### src/rtl/mem_port_arbiter_if.sv
// Signal bundle between mem_port_arbiter, the two CPU requesters and the MIO bus.
// Handshake: a requester raises *_req with a stable command and holds it until *_done pulses;
// the arbiter raises bus_req with a stable command and holds it until bus_ready=1 is sampled on clk.
interface mem_port_arbiter_if #(
    parameter int ADDR_W = 32,
    parameter int DATA_W = 32
);
    logic              i_req;
    logic [ADDR_W-1:0] i_addr;
    logic [DATA_W-1:0] i_rdata;
    logic              i_done;
    logic              d_req;
    logic              d_we;
    logic [ADDR_W-1:0] d_addr;
    logic [DATA_W-1:0] d_wdata;
    logic [2:0]        d_dmtype;
    logic [DATA_W-1:0] d_rdata;
    logic              d_done;
    logic              i_stall;
    logic              d_stall;
    logic              bus_req;
    logic              bus_we;
    logic [ADDR_W-1:0] bus_addr;
    logic [DATA_W-1:0] bus_wdata;
    logic [2:0]        bus_dmtype;
    logic [DATA_W-1:0] bus_rdata;
    logic              bus_ready;
    logic              bus_err;

    // Arbiter side.
    modport slave (
        input  i_req, i_addr, d_req, d_we, d_addr, d_wdata, d_dmtype, bus_rdata, bus_ready,
        output i_rdata, i_done, d_rdata, d_done, i_stall, d_stall,
               bus_req, bus_we, bus_addr, bus_wdata, bus_dmtype, bus_err
    );

    // Requester / bus side.
    modport master (
        output i_req, i_addr, d_req, d_we, d_addr, d_wdata, d_dmtype, bus_rdata, bus_ready,
        input  i_rdata, i_done, d_rdata, d_done, i_stall, d_stall,
               bus_req, bus_we, bus_addr, bus_wdata, bus_dmtype, bus_err
    );
endinterface

### src/rtl/mem_port_arbiter.sv
// Single-outstanding arbiter sharing one MIO bus between instruction fetch and MEM-stage data.
// Optional bus wait timeout with bus_err pulse is built when ARB_TIMEOUT_EN is defined.
module mem_port_arbiter #(
    parameter int ADDR_W         = 32,
    parameter int DATA_W         = 32,
    parameter int MAX_D_STREAK   = 4,
    parameter int TIMEOUT_CYCLES = 255
) (
    input  logic                clk,
    input  logic                reset,
    mem_port_arbiter_if.slave   mp,
    output logic [1:0]          dbg_state,
    output logic [3:0]          dbg_streak
);
    typedef enum logic [1:0] {IDLE = 2'd0, BUS_I = 2'd1, BUS_D = 2'd2, RESP = 2'd3} state_e;

    localparam logic [3:0] MAX_S = 4'(MAX_D_STREAK);

    if (MAX_D_STREAK < 1 || MAX_D_STREAK > 15 || TIMEOUT_CYCLES < 1 || TIMEOUT_CYCLES > 255) begin : g_bad_param
        $error("mem_port_arbiter: MAX_D_STREAK or TIMEOUT_CYCLES out of range");
    end

    state_e            state_q, state_d;
    logic              bus_req_q, bus_req_d;
    logic              bus_we_q, bus_we_d;
    logic [ADDR_W-1:0] bus_addr_q, bus_addr_d;
    logic [DATA_W-1:0] bus_wdata_q, bus_wdata_d;
    logic [2:0]        bus_dmtype_q, bus_dmtype_d;
    logic [DATA_W-1:0] i_rdata_q, i_rdata_d;
    logic [DATA_W-1:0] d_rdata_q, d_rdata_d;
    logic              i_done_q, i_done_d;
    logic              d_done_q, d_done_d;
    logic [3:0]        streak_q, streak_d;
`ifdef ARB_TIMEOUT_EN
    logic [7:0]        tmo_q, tmo_d;
    logic              bus_err_q, bus_err_d;
`endif

    always_comb begin
        state_d      = state_q;
        bus_req_d    = bus_req_q;
        bus_we_d     = bus_we_q;
        bus_addr_d   = bus_addr_q;
        bus_wdata_d  = bus_wdata_q;
        bus_dmtype_d = bus_dmtype_q;
        i_rdata_d    = i_rdata_q;
        d_rdata_d    = d_rdata_q;
        i_done_d     = 1'b0;
        d_done_d     = 1'b0;
        streak_d     = streak_q;
`ifdef ARB_TIMEOUT_EN
        tmo_d        = tmo_q;
        bus_err_d    = 1'b0;
`endif
        case (state_q)
            IDLE: begin
                // Data wins ties until it has been granted MAX_D_STREAK times in a row over a waiting fetch.
                if (mp.i_req && (!mp.d_req || streak_q == MAX_S)) begin
                    state_d      = BUS_I;
                    bus_req_d    = 1'b1;
                    bus_we_d     = 1'b0;
                    bus_addr_d   = mp.i_addr;
                    bus_wdata_d  = '0;
                    bus_dmtype_d = 3'd0;
                    streak_d     = 4'd0;
`ifdef ARB_TIMEOUT_EN
                    tmo_d        = 8'd0;
`endif
                end else if (mp.d_req) begin
                    state_d      = BUS_D;
                    bus_req_d    = 1'b1;
                    bus_we_d     = mp.d_we;
                    bus_addr_d   = mp.d_addr;
                    bus_wdata_d  = mp.d_wdata;
                    bus_dmtype_d = mp.d_dmtype;
                    if (!mp.i_req)
                        streak_d = 4'd0;
                    else if (streak_q != MAX_S)
                        streak_d = streak_q + 4'd1;
`ifdef ARB_TIMEOUT_EN
                    tmo_d        = 8'd0;
`endif
                end
            end
            BUS_I, BUS_D: begin
                if (mp.bus_ready) begin
                    state_d   = RESP;
                    bus_req_d = 1'b0;
                    if (state_q == BUS_I) begin
                        i_rdata_d = mp.bus_rdata;
                        i_done_d  = 1'b1;
                    end else begin
                        d_rdata_d = mp.bus_rdata;
                        d_done_d  = 1'b1;
                    end
                end
`ifdef ARB_TIMEOUT_EN
                else if (9'(tmo_q) + 9'd1 == 9'(TIMEOUT_CYCLES)) begin
                    state_d   = RESP;
                    bus_req_d = 1'b0;
                    bus_err_d = 1'b1;
                    tmo_d     = tmo_q + 8'd1;
                    if (state_q == BUS_I) begin
                        i_rdata_d = '0;
                        i_done_d  = 1'b1;
                    end else begin
                        d_rdata_d = '0;
                        d_done_d  = 1'b1;
                    end
                end else begin
                    tmo_d = tmo_q + 8'd1;
                end
`endif
            end
            RESP:    state_d = IDLE;
            default: state_d = IDLE;
        endcase
    end

    always_ff @(posedge clk) begin
        if (reset) begin
            state_q      <= IDLE;
            bus_req_q    <= 1'b0;
            bus_we_q     <= 1'b0;
            bus_addr_q   <= '0;
            bus_wdata_q  <= '0;
            bus_dmtype_q <= 3'd0;
            i_rdata_q    <= '0;
            d_rdata_q    <= '0;
            i_done_q     <= 1'b0;
            d_done_q     <= 1'b0;
            streak_q     <= 4'd0;
`ifdef ARB_TIMEOUT_EN
            tmo_q        <= 8'd0;
            bus_err_q    <= 1'b0;
`endif
        end else begin
            state_q      <= state_d;
            bus_req_q    <= bus_req_d;
            bus_we_q     <= bus_we_d;
            bus_addr_q   <= bus_addr_d;
            bus_wdata_q  <= bus_wdata_d;
            bus_dmtype_q <= bus_dmtype_d;
            i_rdata_q    <= i_rdata_d;
            d_rdata_q    <= d_rdata_d;
            i_done_q     <= i_done_d;
            d_done_q     <= d_done_d;
            streak_q     <= streak_d;
`ifdef ARB_TIMEOUT_EN
            tmo_q        <= tmo_d;
            bus_err_q    <= bus_err_d;
`endif
        end
    end

    assign mp.bus_req    = bus_req_q;
    assign mp.bus_we     = bus_we_q;
    assign mp.bus_addr   = bus_addr_q;
    assign mp.bus_wdata  = bus_wdata_q;
    assign mp.bus_dmtype = bus_dmtype_q;
    assign mp.i_rdata    = i_rdata_q;
    assign mp.d_rdata    = d_rdata_q;
    assign mp.i_done     = i_done_q;
    assign mp.d_done     = d_done_q;
    assign mp.i_stall    = mp.i_req & ~i_done_q;
    assign mp.d_stall    = mp.d_req & ~d_done_q;
`ifdef ARB_TIMEOUT_EN
    assign mp.bus_err    = bus_err_q;
`else
    assign mp.bus_err    = 1'b0;
`endif
    assign dbg_state     = state_q;
    assign dbg_streak    = streak_q;
endmodule

### src/flat_wrapper.sv
// flat-port wrapper written by rule: the top's interface ports become plain ports
module mem_port_arbiter_flat 
#(
    parameter int ADDR_W         = 32,
    parameter int DATA_W         = 32,
    parameter int MAX_D_STREAK   = 4,
    parameter int TIMEOUT_CYCLES = 255
)
  (clk, reset, dbg_state, dbg_streak, mp_i_req, mp_i_addr, mp_d_req, mp_d_we, mp_d_addr, mp_d_wdata, mp_d_dmtype, mp_bus_rdata, mp_bus_ready, mp_i_rdata, mp_i_done, mp_d_rdata, mp_d_done, mp_i_stall, mp_d_stall, mp_bus_req, mp_bus_we, mp_bus_addr, mp_bus_wdata, mp_bus_dmtype, mp_bus_err);
  mem_port_arbiter_if #(.ADDR_W(ADDR_W), .DATA_W(DATA_W)) mp_i ();
  input  logic clk;
  input  logic reset;
  output logic [1:0] dbg_state;
  output logic [3:0] dbg_streak;
  input wire logic [$bits(mp_i.i_req)-1:0] mp_i_req;
  input wire logic [$bits(mp_i.i_addr)-1:0] mp_i_addr;
  input wire logic [$bits(mp_i.d_req)-1:0] mp_d_req;
  input wire logic [$bits(mp_i.d_we)-1:0] mp_d_we;
  input wire logic [$bits(mp_i.d_addr)-1:0] mp_d_addr;
  input wire logic [$bits(mp_i.d_wdata)-1:0] mp_d_wdata;
  input wire logic [$bits(mp_i.d_dmtype)-1:0] mp_d_dmtype;
  input wire logic [$bits(mp_i.bus_rdata)-1:0] mp_bus_rdata;
  input wire logic [$bits(mp_i.bus_ready)-1:0] mp_bus_ready;
  output wire logic [$bits(mp_i.i_rdata)-1:0] mp_i_rdata;
  output wire logic [$bits(mp_i.i_done)-1:0] mp_i_done;
  output wire logic [$bits(mp_i.d_rdata)-1:0] mp_d_rdata;
  output wire logic [$bits(mp_i.d_done)-1:0] mp_d_done;
  output wire logic [$bits(mp_i.i_stall)-1:0] mp_i_stall;
  output wire logic [$bits(mp_i.d_stall)-1:0] mp_d_stall;
  output wire logic [$bits(mp_i.bus_req)-1:0] mp_bus_req;
  output wire logic [$bits(mp_i.bus_we)-1:0] mp_bus_we;
  output wire logic [$bits(mp_i.bus_addr)-1:0] mp_bus_addr;
  output wire logic [$bits(mp_i.bus_wdata)-1:0] mp_bus_wdata;
  output wire logic [$bits(mp_i.bus_dmtype)-1:0] mp_bus_dmtype;
  output wire logic [$bits(mp_i.bus_err)-1:0] mp_bus_err;
  assign mp_i.i_req = mp_i_req;
  assign mp_i.i_addr = mp_i_addr;
  assign mp_i.d_req = mp_d_req;
  assign mp_i.d_we = mp_d_we;
  assign mp_i.d_addr = mp_d_addr;
  assign mp_i.d_wdata = mp_d_wdata;
  assign mp_i.d_dmtype = mp_d_dmtype;
  assign mp_i.bus_rdata = mp_bus_rdata;
  assign mp_i.bus_ready = mp_bus_ready;
  assign mp_i_rdata = mp_i.i_rdata;
  assign mp_i_done = mp_i.i_done;
  assign mp_d_rdata = mp_i.d_rdata;
  assign mp_d_done = mp_i.d_done;
  assign mp_i_stall = mp_i.i_stall;
  assign mp_d_stall = mp_i.d_stall;
  assign mp_bus_req = mp_i.bus_req;
  assign mp_bus_we = mp_i.bus_we;
  assign mp_bus_addr = mp_i.bus_addr;
  assign mp_bus_wdata = mp_i.bus_wdata;
  assign mp_bus_dmtype = mp_i.bus_dmtype;
  assign mp_bus_err = mp_i.bus_err;
  mem_port_arbiter #(.ADDR_W(ADDR_W), .DATA_W(DATA_W), .MAX_D_STREAK(MAX_D_STREAK), .TIMEOUT_CYCLES(TIMEOUT_CYCLES)) u_core (.clk(clk), .reset(reset), .mp(mp_i), .dbg_state(dbg_state), .dbg_streak(dbg_streak));
endmodule
### config.mk
export PLATFORM = sky130hd
export DESIGN_NAME = mem_port_arbiter_flat
export DESIGN_NICKNAME = d
export VERILOG_FILES = /design/src/rtl/mem_port_arbiter_if.sv /design/src/rtl/mem_port_arbiter.sv /design/src/flat_wrapper.sv
export SDC_FILE = /design/constraint.sdc
export NUM_CORES = 1
export LEC_CHECK = 0
export ABC_CLOCK_PERIOD_IN_PS = 1800
export CAP_MARGIN = 40
export CORE_ASPECT_RATIO = 2
export CORE_MARGIN = 2
export CORE_UTILIZATION = 38
export CTS_BUF_LIST = sky130_fd_sc_hd__clkbuf_8
export DETAILED_ROUTE_END_ITERATION = 12
export HOLD_SLACK_MARGIN = 0.12
export PLACE_DENSITY = 0.8
export SYNTH_ARGS = -nofsm -noshare
export SYNTH_HDL_FRONTEND = slang
export SYNTH_SLANG_ARGS = --single-unit
### constraint.sdc
create_clock -name clk -period 1.8 [get_ports clk]
set_clock_uncertainty 0.1 [all_clocks]
set_input_delay 0.36 -clock clk [delete_from_list [all_inputs] [get_ports clk]]
set_output_delay 0.36 -clock clk [all_outputs]
set_load 0.05 [all_outputs]
==> impl_metrics.toml, run 1 <==
[outcome]
status = "complete, no violations"

[placed_design]
dpl_cell_area_mm2 = 0.00836
gp_congestion = 0.841
port_buffers = 279
post-dp-hpwl_um = 13700
pre_cts_slack_ps = -246

[timing]
hold_ws_ps = 356
drv_slew = 0
setup_viol = 0
tightest_slew_ps = 604
worst_slack_ps = 60.2
fin_crit_sh_pct = 96.7
fin_crit_ps = 1740
relSlewSlack_pct = 59.8
rsz0062_at_grt = "no"
hold_violations = 0
fmax_mhz = 575

[critical_path]
cp.arrival_ps = 1970
r2r_slack_ps = 60
crit_type = "reg -> reg"
crit_fanout = 8
crit_path_end_kind = "flop"
required_ps = 2030
startpoint_type = "flop"

[synthesis]
synth_top_cell_area_share_pct = 50.1
netlist_instances = 695
syn_avg_cell_area_um2 = 8.11
synthArstFlopShare_pct = 0
yosysMostFrequentCell = "nand2_1"
synth_edf_count = 0
yosys_most_used_dff = "dfxtp_1"
yosysTopAreaCell = "dfxtp_1"
synth_commonest_cells = "165 x nand2_1, 141 x dfxtp_1, 101 x a21oi_1, 36 x nand4_1, 35 x clkbuf_1"
yosysWarnings = 0
synth_seq_cells = 141
synth_area_mm2 = 0.00564
synth.area.top_cells = "dfxtp_1 50%, nand2_1 11%, a21oi_1 9.0%"
yosysSeqAreaShare_pct = 50.1
synth.distinct_cells = 37
synth_fp_nets = 838

[clock_tree]
path_clk_slew_ps = 80
cts_buffers = 17
cts_root_buf = "clkbuf_8"
cts_tree = "yes"
cts_setup_buffers = 0
htree_num_levels = 4
cts.sinks = 141
cts_buffer_depth = 2
clk_latency_ps = 430

[drt]
wl_per_cell_um = 16.8
dr.first_iter.drc_count = 301
first_pass_iters = 4
num_vias = 6150
vias_per_cell = 5.31
drc_errors = 0
finalWirelength_um = 19400
ant_nets = 0

[cells_and_area]
num_antenna_cells = 0
final_util_pct = 60.1
area_delta_synth_final_pct = 56.3
postLayoutCellArea_mm2 = 0.00881
num-nets-final = 1093
drive_gt1_share_pct = 22.4

[power]
p_per_area_mw_per_mm2 = 1490
vdd_drop_max_mv = 0.802
leakage_nw = 3.50

[die]
std_cell_rows = 63
boundaryPins = 281
chipWidth_um = 90.1
die_y_um = 176
core-area_mm2 = 0.0147
start_util_pct = 38.5
dieArea_mm2 = 0.0159

[global_route]
grt_max_degree = 65
grt_pass1_vias = 6056
grt_pass1_wl_um = 31400
grt_overflow_total = 0
antenna_found_initial = 0
grt_use_total_pct = 24.2

[hold_path]
hold_class = "reg -> reg"

[job]
drv_cap = 0
[cells in the final DEF, fill, tap and decap left out, types with 2 or more instances in the layout]
| cell type | netlist | layout |
|---|---|---|
| dfxtp_2 | 0 | 2 |
| nor3_1 | 2 | 2 |
| inv_1 | 5 | 6 |
| nand3b_1 | 3 | 3 |
| inv_6 | 0 | 2 |
| buf_12 | 0 | 11 |
| and3_1 | 3 | 3 |
| clkbuf_8 | 0 | 17 |
| ha_1 | 6 | 5 |
| nor2_1 | 5 | 4 |
| nand3_1 | 34 | 34 |
| a21oi_1 | 101 | 101 |
| a31oi_1 | 32 | 32 |
| nor2b_1 | 5 | 4 |
| buf_4 | 5 | 161 |
| clkinvlp_4 | 0 | 3 |
| o21ai_0 | 32 | 32 |
| o32ai_1 | 2 | 2 |
| dfxtp_4 | 0 | 2 |
| inv_4 | 0 | 2 |
| dfxtp_1 | 141 | 137 |
| o211ai_1 | 33 | 33 |
| bufinv_16 | 0 | 4 |
| clkdlybuf4s50_1 | 0 | 134 |
| nand4_1 | 36 | 36 |
| a22o_1 | 2 | 2 |
| nand2_1 | 165 | 165 |
| clkinv_4 | 0 | 2 |
[final cells by class]
| type | instances | area, µm² |
|---|---|---|
| fillers | 1280 | 5850 |
| flip-flops and latches | 141 | 2830 |
| repair buffers | 308 | 2790 |
| multi-input cells | 476 | 2490 |
| well taps | 195 | 244 |
| clock buffers | 17 | 234 |
| clock inverters | 15 | 196 |
| inverters | 6 | 25.0 |
[state kept, by name, summed over array words and instances (netlist names), 2 cells and up]
name                  cells
u_core.dbg_state          2
u_core.mp.i_rdata        32
u_core.dbg_streak         4
u_core.mp.d_rdata        32
u_core.mp.bus_dmtype      3
u_core.mp.bus_addr       32
u_core.mp.bus_wdata      32
[worst max-delay path, cell delays in order, from the launching register on]
cell	delay, ps
dfxtp_4	370
inv_1	110
ha_2	330
nor2b_1	180
or2_1	270
a221oi_2	290
[power by group]
part,total [mW],internal (mW),switching (mW)
logic,6.20,1.98,4.22
clock network,2.78,1.51,1.27
registers,4.17,3.80,0.368
total,13.1,7.29,5.86
[through the flow]
| step | std cells | total power [mW] | setup TNS (ps) |
|---|---|---|---|
| 6_report | 1158 | 13.1 | 0 |
| 2_1_floorplan | 695 | 8.28 | -10.9 |
| 3_5_place_dp | 1125 | 10.4 | -11870 |
| 3_3_place_gp | 1125 | 10.3 | -8220 |
| 5_1_grt | 1158 | 13.8 | 0 |
| 4_1_cts | 1158 | 13.2 | 0 |
[logic make-up (layout without fill, tap and decap cells)]
family | after synthesis | in the layout | share of synthesized area [%]
AO/OA/AOI/OAI | 209 | 209 | 21.6
adder cells (fa/ha/maj) | 6 | 6 | 1.33
buffers and inverters | 78 | 346 | 6.08
flip-flops | 141 | 141 | 50.1
other | 1 | 1 | 0.0665
AND/OR/NAND/NOR | 260 | 260 | 20.8
[routing by layer]
metal | GRT usage (%) | vias to the layer above | share of wire (%)
met4 | 8.65 | 0 | 2.6
met3 | 9.90 | 34 | 11
met2 | 40.6 | 320 | 48
met5 | 0 | - | 0
met1 | 27.6 | 2840 | 38
li1 | - | 2956 | -
[worst paths after layout]
kind                                             start                                   end  cells past startpoint
hold / removal    u_core.mp.bus_wdata[17]$_SDFFE_PP0P_  u_core.mp.bus_wdata[17]$_SDFFE_PP0P_                      2
setup / recovery      u_core.dbg_state[1]$_SDFFE_PP0P_      u_core.dbg_state[0]$_SDFFE_PP0P_                      5
setup reg to reg      u_core.dbg_state[1]$_SDFFE_PP0P_      u_core.dbg_state[0]$_SDFFE_PP0P_                      5
hold reg to reg   u_core.mp.bus_wdata[17]$_SDFFE_PP0P_  u_core.mp.bus_wdata[17]$_SDFFE_PP0P_                      2
[repair_timing]
| item | 4_1_cts | 5_1_grt |
|---|---|---|
| hold buffers | 1 | 0 |
| resized for setup | 3 | 3 |
| pin swaps | 0 | 0 |
| setup endpoints to repair | 2 | 28 |
| endpoints found under the hold margin | 5 | 0 |
Power figures use the tool's default switching activity.
==> inputs of run 2 (changes only) <==
--- a/config.mk
+++ b/config.mk
@@ -6,7 +6,7 @@
 export NUM_CORES = 1
 export LEC_CHECK = 0
 export ABC_CLOCK_PERIOD_IN_PS = 1800
-export CAP_MARGIN = 40
+export CAP_MARGIN = 20
 export CORE_ASPECT_RATIO = 2
 export CORE_MARGIN = 2
 export CORE_UTILIZATION = 38
==> results of run 2 <==
The final DEF is identical to that of run 1; final timing and power are the same.
==> inputs of run 3 (changes only) <==
--- a/config.mk
+++ b/config.mk
@@ -5,12 +5,12 @@
 export SDC_FILE = /design/constraint.sdc
 export NUM_CORES = 1
 export LEC_CHECK = 0
-export ABC_CLOCK_PERIOD_IN_PS = 1800
 export CAP_MARGIN = 20
 export CORE_ASPECT_RATIO = 2
 export CORE_MARGIN = 2
 export CORE_UTILIZATION = 38
 export CTS_BUF_LIST = sky130_fd_sc_hd__clkbuf_8
+export CTS_CLUSTER_SIZE = 20
 export DETAILED_ROUTE_END_ITERATION = 12
 export HOLD_SLACK_MARGIN = 0.12
 export PLACE_DENSITY = 0.8
==> results of run 3 <==
The final DEF is identical to that of run 1; final timing and power are the same.
